**src/rtl/cla_arb_pkg.sv**
```systemverilog
// cla_arb_pkg -- shared types and constants for the two-requester adder arbiter.
//   state_e    : arbiter FSM states (IDLE, CALC, RESP)
//   operand_t  : 8-bit signed two's-complement operand/result type
//   SAT_MAX/SAT_MIN : clamp values used when saturation is built in (CLA_SAT_EN)
//   CNT_MAX    : ceiling of the overflow/underflow event counters
package cla_arb_pkg;

    localparam int DATA_W = 8;

    typedef logic signed [DATA_W-1:0] operand_t;

    typedef enum logic [1:0] {
        ST_IDLE = 2'd0,
        ST_CALC = 2'd1,
        ST_RESP = 2'd2
    } state_e;

    localparam operand_t   SAT_MAX = operand_t'(8'h7F);
    localparam operand_t   SAT_MIN = operand_t'(8'h80);
    localparam logic [7:0] CNT_MAX = 8'd255;

    // Event counter step that sticks at CNT_MAX instead of wrapping.
    function automatic logic [7:0] cnt_inc(logic [7:0] cnt, logic ev);
        if (cnt == CNT_MAX) begin
            return cnt;
        end
        return cnt + {7'd0, ev};
    endfunction

endpackage

```
**src/rtl/cla_8bit_ovf_uvf.sv**
```systemverilog
// cla_8bit_ovf_uvf -- 8-bit signed carry-lookahead adder with signed
// overflow/underflow detection. Purely combinational.
//   a, b : signed operands
//   sum  : 8-bit wrapped sum
//   ovf  : pos + pos produced a negative sum
//   uvf  : neg + neg produced a non-negative sum
module cla_8bit_ovf_uvf
    import cla_arb_pkg::*;
(
    input  logic signed [DATA_W-1:0] a,
    input  logic signed [DATA_W-1:0] b,
    output logic signed [DATA_W-1:0] sum,
    output logic                     ovf,
    output logic                     uvf
);

    logic [DATA_W-1:0] g;
    logic [DATA_W-1:0] p;
    logic [DATA_W-1:0] c;

    assign g = a & b;
    assign p = a ^ b;

    // Each carry is formed directly from generate/propagate terms (flat
    // lookahead), not chained from the previous carry.
    always_comb begin
        logic acc;
        logic prop;
        acc  = 1'b0;
        prop = 1'b0;
        c    = '0;
        for (int i = 0; i < DATA_W - 1; i++) begin
            acc  = g[i];
            prop = p[i];
            for (int j = i - 1; j >= 0; j--) begin
                acc  = acc | (prop & g[j]);
                prop = prop & p[j];
            end
            c[i+1] = acc;
        end
    end

    assign sum = p ^ c;
    assign ovf = ~a[DATA_W-1] & ~b[DATA_W-1] &  sum[DATA_W-1];
    assign uvf =  a[DATA_W-1] &  b[DATA_W-1] & ~sum[DATA_W-1];

endmodule

```
**src/rtl/cla_arb2.sv**
```systemverilog
// cla_arb2 -- round-robin arbiter sharing one signed CLA adder between two
// requesters. One operation every three cycles at best: accept (IDLE),
// compute (CALC), hold result until consumed (RESP).
//   clk, rst_n            : clock, asynchronous active-low reset
//   reqN_valid/reqN_ready : operand handshake per requester (N = 0, 1)
//   reqN_a, reqN_b        : signed 8-bit operands
//   rsp_valid/rsp_ready   : result handshake
//   rsp_id                : requester owning the result
//   rsp_sum               : signed result
//   rsp_ovf/rsp_uvf       : signed overflow / underflow of this result
//   ovf_cnt/uvf_cnt       : saturating counts of overflow / underflow results
// Parameter FIRST_GRANT: requester winning the first contended grant after reset.
// Build option CLA_SAT_EN: clamp rsp_sum to +127/-128 on overflow/underflow.
module cla_arb2
    import cla_arb_pkg::*;
#(
    parameter int FIRST_GRANT = 0
) (
    input  logic       clk,
    input  logic       rst_n,
    input  logic       req0_valid,
    output logic       req0_ready,
    input  logic [7:0] req0_a,
    input  logic [7:0] req0_b,
    input  logic       req1_valid,
    output logic       req1_ready,
    input  logic [7:0] req1_a,
    input  logic [7:0] req1_b,
    output logic       rsp_valid,
    input  logic       rsp_ready,
    output logic       rsp_id,
    output logic [7:0] rsp_sum,
    output logic       rsp_ovf,
    output logic       rsp_uvf,
    output logic [7:0] ovf_cnt,
    output logic [7:0] uvf_cnt
);

    localparam logic FG = (FIRST_GRANT != 0);

    state_e     state_q, state_d;
    logic       last_grant_q, last_grant_d;
    operand_t   op_a_q, op_a_d;
    operand_t   op_b_q, op_b_d;
    logic       op_id_q, op_id_d;
    logic       rsp_valid_q, rsp_valid_d;
    logic       rsp_id_q, rsp_id_d;
    operand_t   rsp_sum_q, rsp_sum_d;
    logic       rsp_ovf_q, rsp_ovf_d;
    logic       rsp_uvf_q, rsp_uvf_d;
    logic [7:0] ovf_cnt_q, ovf_cnt_d;
    logic [7:0] uvf_cnt_q, uvf_cnt_d;

    logic       gnt_id;
    logic       idle;
    operand_t   add_sum;
    operand_t   sum_fmt;
    logic       add_ovf;
    logic       add_uvf;

`ifdef CLA_SAT_EN
    function automatic operand_t sat_sum(operand_t s, logic o, logic u);
        operand_t r;
        if (o) begin
            r = SAT_MAX;
        end else if (u) begin
            r = SAT_MIN;
        end else begin
            r = s;
        end
        return r;
    endfunction
`endif

    cla_8bit_ovf_uvf u_add (
        .a   (op_a_q),
        .b   (op_b_q),
        .sum (add_sum),
        .ovf (add_ovf),
        .uvf (add_uvf)
    );

`ifdef CLA_SAT_EN
    assign sum_fmt = sat_sum(add_sum, add_ovf, add_uvf);
`else
    assign sum_fmt = add_sum;
`endif

    // Contention goes to the requester not served last; otherwise to
    // whichever one is asking.
    assign gnt_id = (req0_valid && req1_valid) ? ~last_grant_q : req1_valid;
    assign idle   = (state_q == ST_IDLE);

    // Gated by rst_n so ready is low for the whole reset window, not just
    // from the first edge.
    assign req0_ready = rst_n && idle && req0_valid && !gnt_id;
    assign req1_ready = rst_n && idle && req1_valid &&  gnt_id;

    always_comb begin
        state_d      = state_q;
        last_grant_d = last_grant_q;
        op_a_d       = op_a_q;
        op_b_d       = op_b_q;
        op_id_d      = op_id_q;
        rsp_valid_d  = rsp_valid_q;
        rsp_id_d     = rsp_id_q;
        rsp_sum_d    = rsp_sum_q;
        rsp_ovf_d    = rsp_ovf_q;
        rsp_uvf_d    = rsp_uvf_q;
        ovf_cnt_d    = ovf_cnt_q;
        uvf_cnt_d    = uvf_cnt_q;

        case (state_q)
            ST_IDLE: begin
                if (req0_ready || req1_ready) begin
                    op_a_d       = gnt_id ? operand_t'(req1_a) : operand_t'(req0_a);
                    op_b_d       = gnt_id ? operand_t'(req1_b) : operand_t'(req0_b);
                    op_id_d      = gnt_id;
                    last_grant_d = gnt_id;
                    state_d      = ST_CALC;
                end
            end
            ST_CALC: begin
                rsp_sum_d   = sum_fmt;
                rsp_ovf_d   = add_ovf;
                rsp_uvf_d   = add_uvf;
                rsp_id_d    = op_id_q;
                rsp_valid_d = 1'b1;
                ovf_cnt_d   = cnt_inc(ovf_cnt_q, add_ovf);
                uvf_cnt_d   = cnt_inc(uvf_cnt_q, add_uvf);
                state_d     = ST_RESP;
            end
            ST_RESP: begin
                // Return to IDLE only; a new accept waits for the next cycle.
                if (rsp_ready) begin
                    rsp_valid_d = 1'b0;
                    state_d     = ST_IDLE;
                end
            end
            default: begin
                state_d = ST_IDLE;
            end
        endcase
    end

    always_ff @(posedge clk or negedge rst_n) begin
        if (!rst_n) begin
            state_q      <= ST_IDLE;
            last_grant_q <= ~FG;
            op_id_q      <= 1'b0;
            rsp_valid_q  <= 1'b0;
            rsp_id_q     <= 1'b0;
            rsp_sum_q    <= '0;
            rsp_ovf_q    <= 1'b0;
            rsp_uvf_q    <= 1'b0;
            ovf_cnt_q    <= '0;
            uvf_cnt_q    <= '0;
        end else begin
            state_q      <= state_d;
            last_grant_q <= last_grant_d;
            op_id_q      <= op_id_d;
            rsp_valid_q  <= rsp_valid_d;
            rsp_id_q     <= rsp_id_d;
            rsp_sum_q    <= rsp_sum_d;
            rsp_ovf_q    <= rsp_ovf_d;
            rsp_uvf_q    <= rsp_uvf_d;
            ovf_cnt_q    <= ovf_cnt_d;
            uvf_cnt_q    <= uvf_cnt_d;
        end
    end

    // Operand capture: pure data, only meaningful once loaded on accept.
    always_ff @(posedge clk) begin
        op_a_q <= op_a_d;
        op_b_q <= op_b_d;
    end

    assign rsp_valid = rsp_valid_q;
    assign rsp_id    = rsp_id_q;
    assign rsp_sum   = rsp_sum_q;
    assign rsp_ovf   = rsp_ovf_q;
    assign rsp_uvf   = rsp_uvf_q;
    assign ovf_cnt   = ovf_cnt_q;
    assign uvf_cnt   = uvf_cnt_q;

endmodule

```
**config.mk**
```make
export PLATFORM = sky130hd
export DESIGN_NAME = cla_arb2
export DESIGN_NICKNAME = d
export VERILOG_FILES = /design/src/rtl/cla_arb_pkg.sv /design/src/rtl/cla_8bit_ovf_uvf.sv /design/src/rtl/cla_arb2.sv
export SDC_FILE = /design/constraint.sdc
export NUM_CORES = 1
export LEC_CHECK = 0
export BUFFER_PORTS_ARGS = -buffer_cell sky130_fd_sc_hd__buf_2
export CAP_MARGIN = 20
export CORE_ASPECT_RATIO = 0.5
export CORE_UTILIZATION = 39
export DETAILED_ROUTE_END_ITERATION = 10
export PLACE_DENSITY_LB_ADDON = 0.05
export SETUP_SLACK_MARGIN = 0.05
export SLEW_MARGIN = 10
export SYNTH_ARGS = -nofsm -noshare
export SYNTH_HDL_FRONTEND = slang
export SYNTH_SLANG_ARGS = --single-unit
```
**constraint.sdc**
```tcl
create_clock -name clk -period 2.35 [get_ports clk]
set_input_delay 0.5875 -clock clk [delete_from_list [all_inputs] [get_ports clk]]
set_output_delay 0.5875 -clock clk [all_outputs]
set_load 0.03 [all_outputs]
```
Yosys cells after proc, flatten, opt, wreduce, memory -nomap -nowiden
Index checks and enable logic that the tools add are counted.
{"block": "totals", "regBits": 48, "latchBits": 0, "ramBits": 0, "romBits": 0, "inputBits": 37, "output_inout_bits": 30, "elab_cells": 119, "mem_count": 0}
{"block": "classes", "add_sub_neg": 2, "n_mul": 0, "div_mod_pow": 0, "order_cmp": 0, "n_eq_ne": 8, "shifts": 0, "mux": 14, "bitwise_logic": 68, "n_reduce_logical": 15}
{"operator": "1-bit AND", "count": 40}
{"operator": "8-bit 2-to-1 mux", "count": 4}
{"operator": "1-bit OR", "count": 21}
{"operator": "8-bit by 1-bit adder with 8-bit output", "count": 2}
{"operator": "8-bit == test, second input constant", "count": 2}
{"operator": "8-bit XOR", "count": 2}
{"operator": "2-bit AND reduction", "count": 5}
{"operator": "7-bit AND", "count": 1}
{"operator": "1-bit logical AND", "count": 6}
{"operator": "1-bit 2-to-1 mux", "count": 6}
{"operator": "2-bit inequality test, second input constant", "count": 3}
{"operator": "2-bit one-hot mux with 3 select lines", "count": 1}
{"operator": "2-bit 2-to-1 mux", "count": 2}
{"operator": "1-bit inverter", "count": 4}
{"operator": "2-bit by 1-bit == test with 1-bit output, second input constant", "count": 1}
{"operator": "2-bit == test, second input constant", "count": 1}
{"operator": "2-bit zero test", "count": 1}
{"operator": "2-bit by 1-bit inequality test with 1-bit output, second input constant", "count": 1}
{"operator": "1-bit one-hot mux with 2 select lines", "count": 1}
{"operator": "2-bit nonzero test", "count": 1}
{"operator": "1-bit zero test", "count": 1}
{"operator": "1-bit logical OR", "count": 1}

Longest topological paths before layout
{"block": "logic_depth", "ltp_word": 13, "ltp_mapped": 11, "ltp_nobuf": 11}

Modules after synthesis
Synthesis repeated with hierarchy kept, for this count alone.
{"block": "hier_totals", "hier_cells": 225, "area_unflattened_um2": 2487.4}
{"module": "cla_arb2", "instances": 1, "cells_each": 172, "area_per_inst_um2": 2103.3, "seq_area_each_um2": 1282.5}
{"module": "cla_8bit_ovf_uvf", "instances": 1, "cells_each": 53, "area_per_inst_um2": 384.1, "seq_area_each_um2": 0.0}

Worst setup path before layout
No wires, ideal clock.
{"block": "synth_timing", "path_kind": "reg-to-reg", "startpoint": "register op_a_q[1]", "endpoint": "register uvf_cnt_q[6], in the netlist uvf_cnt[6]", "setup_ns": 0.134, "arrival_ns": 2.492, "required_ns": 2.216, "setup_slack_ns": -0.276, "stages_incl_launch_ff": 12, "path_buffers": 0, "period_less_slack_ns": 2.626, "path_cell_list": "edfxtp_1 ha_1 a211o_1 and3_4 nor4_4 o21a_1 ha_1 ha_1 nand4b_1 a41oi_1 nand4_1 xnor2_1"}
{"block": "synth_via", "elab_chain_len": 9, "word_cells_on_any_way": 12, "cone_classes": "1 x add/sub; 1 x mux; 10 x bitwise"}
{"element": "from (decl)", "line": "cla_arb2.sv:43", "source": "operand_t op_a_q, op_a_d;"}
{"element": "from (signal assigned)", "line": "cla_arb2.sv:174", "source": "op_a_q <= op_a_d;"}
{"element": "7-bit AND or 8-bit XOR (tied branches)", "line": "cla_8bit_ovf_uvf.sv:21, cla_8bit_ovf_uvf.sv:22"}
{"element": "1-bit AND, on equally long branches", "line": "cla_8bit_ovf_uvf.sv:36, cla_8bit_ovf_uvf.sv:37"}
{"element": "1-bit OR or 1-bit AND (tied branches)", "line": "cla_8bit_ovf_uvf.sv:36", "source": "acc = acc | (prop & g[j]);"}
{"element": "1-bit OR *", "line": "cla_8bit_ovf_uvf.sv:36"}
{"element": "8-bit XOR *", "line": "cla_8bit_ovf_uvf.sv:43", "source": "assign sum = p ^ c;"}
{"element": "1-bit inverter *", "line": "cla_8bit_ovf_uvf.sv:45", "source": "assign uvf = a[DATA_W-1] & b[DATA_W-1] & ~sum[DATA_W-1];"}
{"element": "1-bit AND *", "line": "cla_8bit_ovf_uvf.sv:45"}
{"element": "via add_uvf", "line": "cla_arb2.sv:59", "source": "logic add_uvf;"}
{"element": "8-bit by 1-bit adder with 8-bit output *", "line": "cla_arb_pkg.sv:27", "source": "return cnt + {7'd0, ev};"}
{"element": "8-bit 2-to-1 mux *", "line": "cla_arb_pkg.sv:27"}
{"element": "to (signal assigned)", "line": "cla_arb2.sv:168", "source": "uvf_cnt_q <= uvf_cnt_d;"}
{"element": "to (decl)", "line": "cla_arb2.sv:52", "source": "logic [7:0] uvf_cnt_q, uvf_cnt_d;"}
The timed path passes the listed nets; every way through them passes the cells marked *. The select of a mux whose other input is x is not followed.
A chain may end at the register's enable or synchronous reset.

Final worst setup path
{"block": "layout_timing", "startpoint": "register op_a_q[5]", "endpoint": "register ovf_cnt_q[6], in the netlist ovf_cnt[6]"}
{"block": "layout_via", "elab_chain_len": 12, "word_cells_on_any_way": 23, "cone_classes": "1 x add/sub; 1 x mux; 21 x bitwise"}
{"element": "7-bit AND or 8-bit XOR (tied branches)", "line": "cla_8bit_ovf_uvf.sv:21, cla_8bit_ovf_uvf.sv:22"}
{"element": "1-bit AND, on equally long branches", "line": "cla_8bit_ovf_uvf.sv:36, cla_8bit_ovf_uvf.sv:37"}
{"element": "1-bit OR (tied with other cells) (4 in series)", "line": "cla_8bit_ovf_uvf.sv:36"}
{"element": "1-bit OR or 1-bit AND (tied branches)", "line": "cla_8bit_ovf_uvf.sv:36"}
{"element": "1-bit OR *", "line": "cla_8bit_ovf_uvf.sv:36"}
{"element": "8-bit XOR *", "line": "cla_8bit_ovf_uvf.sv:43"}
{"element": "1-bit AND *", "line": "cla_8bit_ovf_uvf.sv:44", "source": "assign ovf = ~a[DATA_W-1] & ~b[DATA_W-1] & sum[DATA_W-1];"}
{"element": "via add_ovf", "line": "cla_arb2.sv:58", "source": "logic add_ovf;"}
{"element": "8-bit by 1-bit adder with 8-bit output *", "line": "cla_arb_pkg.sv:27"}
{"element": "8-bit 2-to-1 mux *", "line": "cla_arb_pkg.sv:27"}
{"element": "to (signal assigned)", "line": "cla_arb2.sv:167", "source": "ovf_cnt_q <= ovf_cnt_d;"}
{"element": "to (decl)", "line": "cla_arb2.sv:51", "source": "logic [7:0] ovf_cnt_q, ovf_cnt_d;"}
Marks and branches as above.

==> impl_metrics.env <==
export IMPL_status="finished, violations left"
export IMPL_failed_checks="setup timing"
export IMPL_yosysWarnings=0
export IMPL_routed_wl_um=5101
export IMPL_die_h_um=58.71
export IMPL_firstDrtPassIters=4
export IMPL_area_growth_pct=32.92
export IMPL_final_common_cell="buf_2"
export IMPL_synthesis_area_um2=2509
export IMPL_required_ns=2.52
export IMPL_crit_path_end_kind="flip-flop"
export IMPL_fp_dieW_um=115.4
export IMPL_tightest_slew_ns=0.6136
export IMPL_drive_above_1_share_pct=44.52
export IMPL_synthCells=211
export IMPL_antenna_found_initial=0
export IMPL_gr_total_overflow=0
export IMPL_grt_pass1_wl_um=8466
export IMPL_final_cells=389
export IMPL_holdCritPathClass="in2async"
export IMPL_period_needed_ns=2.598
export IMPL_layout_common_cells="66 x buf_2, 31 x dfrtp_1, 25 x nand2_1"
export IMPL_drt_wirelength_per_cell_um=13.11
export IMPL_ys_seq_area_share_pct=51.12
export IMPL_max_freq_mhz=384.9
export IMPL_slowest_stage="edfxtp_1"
export IMPL_drt_iter0_drc=57
export IMPL_die_area_um2=6777
export IMPL_crit_arrival_ns=2.77
export IMPL_grtUsageTotal_pct=16.77
export IMPL_maxCapViolations=0
export IMPL_rows=20
export IMPL_skew_ns=0.005599
export IMPL_rsz0062_at_grt="yes"
export IMPL_syn_num_nets=262
export IMPL_cts_buffer_depth=2
export IMPL_final_period_utilization_pct=110.5
export IMPL_setup_ws_ns=-0.2478
export IMPL_dr_total_vias=1936
export IMPL_crit_type="reg2reg"
export IMPL_antenna_left=0
export IMPL_power_density_nw_per_um2=926.4
export IMPL_gp_congestion=0.8388
export IMPL_design_portCount=67
export IMPL_htree_levels=2
export IMPL_grt_max_degree=33
export IMPL_port_buffers=66
export IMPL_async_flop_share_pct=66.67
export IMPL_leakage_nw=1.538
export IMPL_fillCellCount=530
export IMPL_start_util_pct=40.92
export IMPL_nets=351
export IMPL_postLayoutCellArea_um2=3334
export IMPL_fp_coreArea_um2=6131
export IMPL_cts_buffers=5
export IMPL_setup_viol=12
export IMPL_start_kind="flip-flop"
export IMPL_placed_cell_area_um2=3069
export IMPL_synthDistinctLibCells=48
export IMPL_clk_latency_ns=0.29
export IMPL_grt_pass1_vias=1869
export IMPL_cts_hold_buf=0
export IMPL_clock_sinks=48
export IMPL_synth_edf_count=16
export IMPL_num_antenna_cells=0
export IMPL_via_per_inst=4.977
export IMPL_placedCellCount=378
export IMPL_hpwl_um=3841
export IMPL_finish_utilization_pct=54.39
export IMPL_power_total_mw=3.089
export IMPL_slew_headroom_pct=59.09
export IMPL_cts_tree="built"
export IMPL_synth_avg_cell_area_um2=11.89
export IMPL_synth_ff_type="dfrtp_1"
export IMPL_holdWs_ns=0.3276
export IMPL_critical_path_max_stage_delay_ns=0.38
export IMPL_path_cells="ha_1 -> and3_1 -> and3_4 -> nor4_4 -> buf_4 -> nor3b_2 -> ha_2 -> ha_4 -> nand4b_1 -> a41oi_2 -> nand4_1 -> xnor2_1"
export IMPL_clkSlewWorstSetupHoldPaths_ns=0.06
export IMPL_finalHoldViolCount=0
export IMPL_root_buffer="clkbuf_16"
export IMPL_path_max_fanout=4
export IMPL_ir_worst_vdd_uv=294.9
export IMPL_drv_slew=0
export IMPL_synth_seq_cells=48
export IMPL_post_route_drc_count=0
## cells in the mapped netlist, drive strengths merged (4+ instances only)
cell | number | share of area [%]
xnor2 | 9 | 3.1
a21oi | 9 | 1.8
inv | 11 | 1.6
mux2 | 17 | 7.6
edfxtp | 16 | 19
o21a | 5 | 1.5
ha | 13 | 6.5
nand2 | 25 | 3.7
and3 | 4 | 1.2
o21ai | 9 | 1.8
buf | 5 | 1.3
nand3 | 9 | 1.8
dfrtp | 31 | 31
## final cells by class
class                           count  area (um2)  share of cell area (%)
Tap cell                           88       110.1                   3.302
Inverter                           11       41.29                   1.238
Clock buffer                        8       156.4                   4.690
Timing Repair Buffer               87       488.0                   14.63
Multi-Input combinational cell    147        1256                   37.67
Sequential cell                    48        1282                   38.46
## layer usage
| metal | GRT usage (%) | up-vias | share of wire, % |
|---|---|---|---|
| met5 | 0 | - | 0 |
| met4 | 6.308 | 0 | 1.2 |
| met3 | 5.355 | 8 | 4.6 |
| met2 | 28.14 | 46 | 47 |
| met1 | 20.54 | 924 | 47 |
| li1 | - | 958 | - |
## registers in the layout, summed over array words and instances (netlist names)
| register | count |
|---|---|
| op_a_q | 8 |
| op_b_q | 8 |
| ovf_cnt | 8 |
| rsp_sum | 8 |
| uvf_cnt | 8 |
| state_q | 2 |
| last_grant_q | 1 |
| op_id_q | 1 |
| rsp_id | 1 |
| rsp_ovf | 1 |
| rsp_uvf | 1 |
| rsp_valid | 1 |
## path summary, 6_finish.rpt
| kind | start | to | slack (ns) | cells after the start |
|---|---|---|---|---|
| max | op_a_q[5] | ovf_cnt[6] | -0.25 | 12 |
| min | rst_n | ovf_cnt[2] | 0.33 | 2 |
| max reg2reg | op_a_q[5] | ovf_cnt[6] | -0.25 | 12 |
| min reg2reg | rsp_sum[0] | rsp_sum[0] | 0.47 | 2 |
| max in group asynchronous | rst_n | last_grant_q | 1.70 | 2 |
| min in group clk | rsp_sum[0] | rsp_sum[0] | 0.47 | 2 |
## power by group
part | leakage, nW | internal (mW) | switching, mW
registers | 0.568 | 1.08 | 0.178
clock network | 0.0772 | 0.453 | 0.284
logic | 0.893 | 0.441 | 0.655
## cell families after synthesis
group / after synthesis / synth area share, %
compound gates: 45 / 13.62
xor+xnor: 12 / 4.190
fa+ha+maj: 14 / 7.282
buf+inv: 16 / 2.992
flops: 48 / 51.12
mux: 17 / 7.631
simple gates: 59 / 13.17
## stage by stage
step	setup slack (ns)	TNS, ns
2_1_floorplan	-0.1542	-0.5490
3_3_place_gp	-0.2448	-1.886
3_5_place_dp	-0.2948	-2.340
4_1_cts	-0.2685	-2.194
5_1_grt	-0.4047	-3.930
6_report	-0.2478	-2.078
## worst max-delay path: cells and delay by family, from the launching register on
kind                     cells  cell delay, ns
adder cells (fa/ha/maj)      3            0.71
flip-flops                   1            0.38
AND/OR/NAND/NOR              6            0.90
AO/OA/AOI/OAI                1            0.21
buffers and inverters        1            0.14
XOR/XNOR                     1            0.14
## repair_timing
item / 4_1_cts / 5_1_grt
setup buffers: 2 / 1
gates resized for setup: 10 / 4
gates cloned: 0 / 0
endpoints found under the setup margin: 14 / 15
pin swaps: 6 / 7
(Power assumes the default switching activity.)
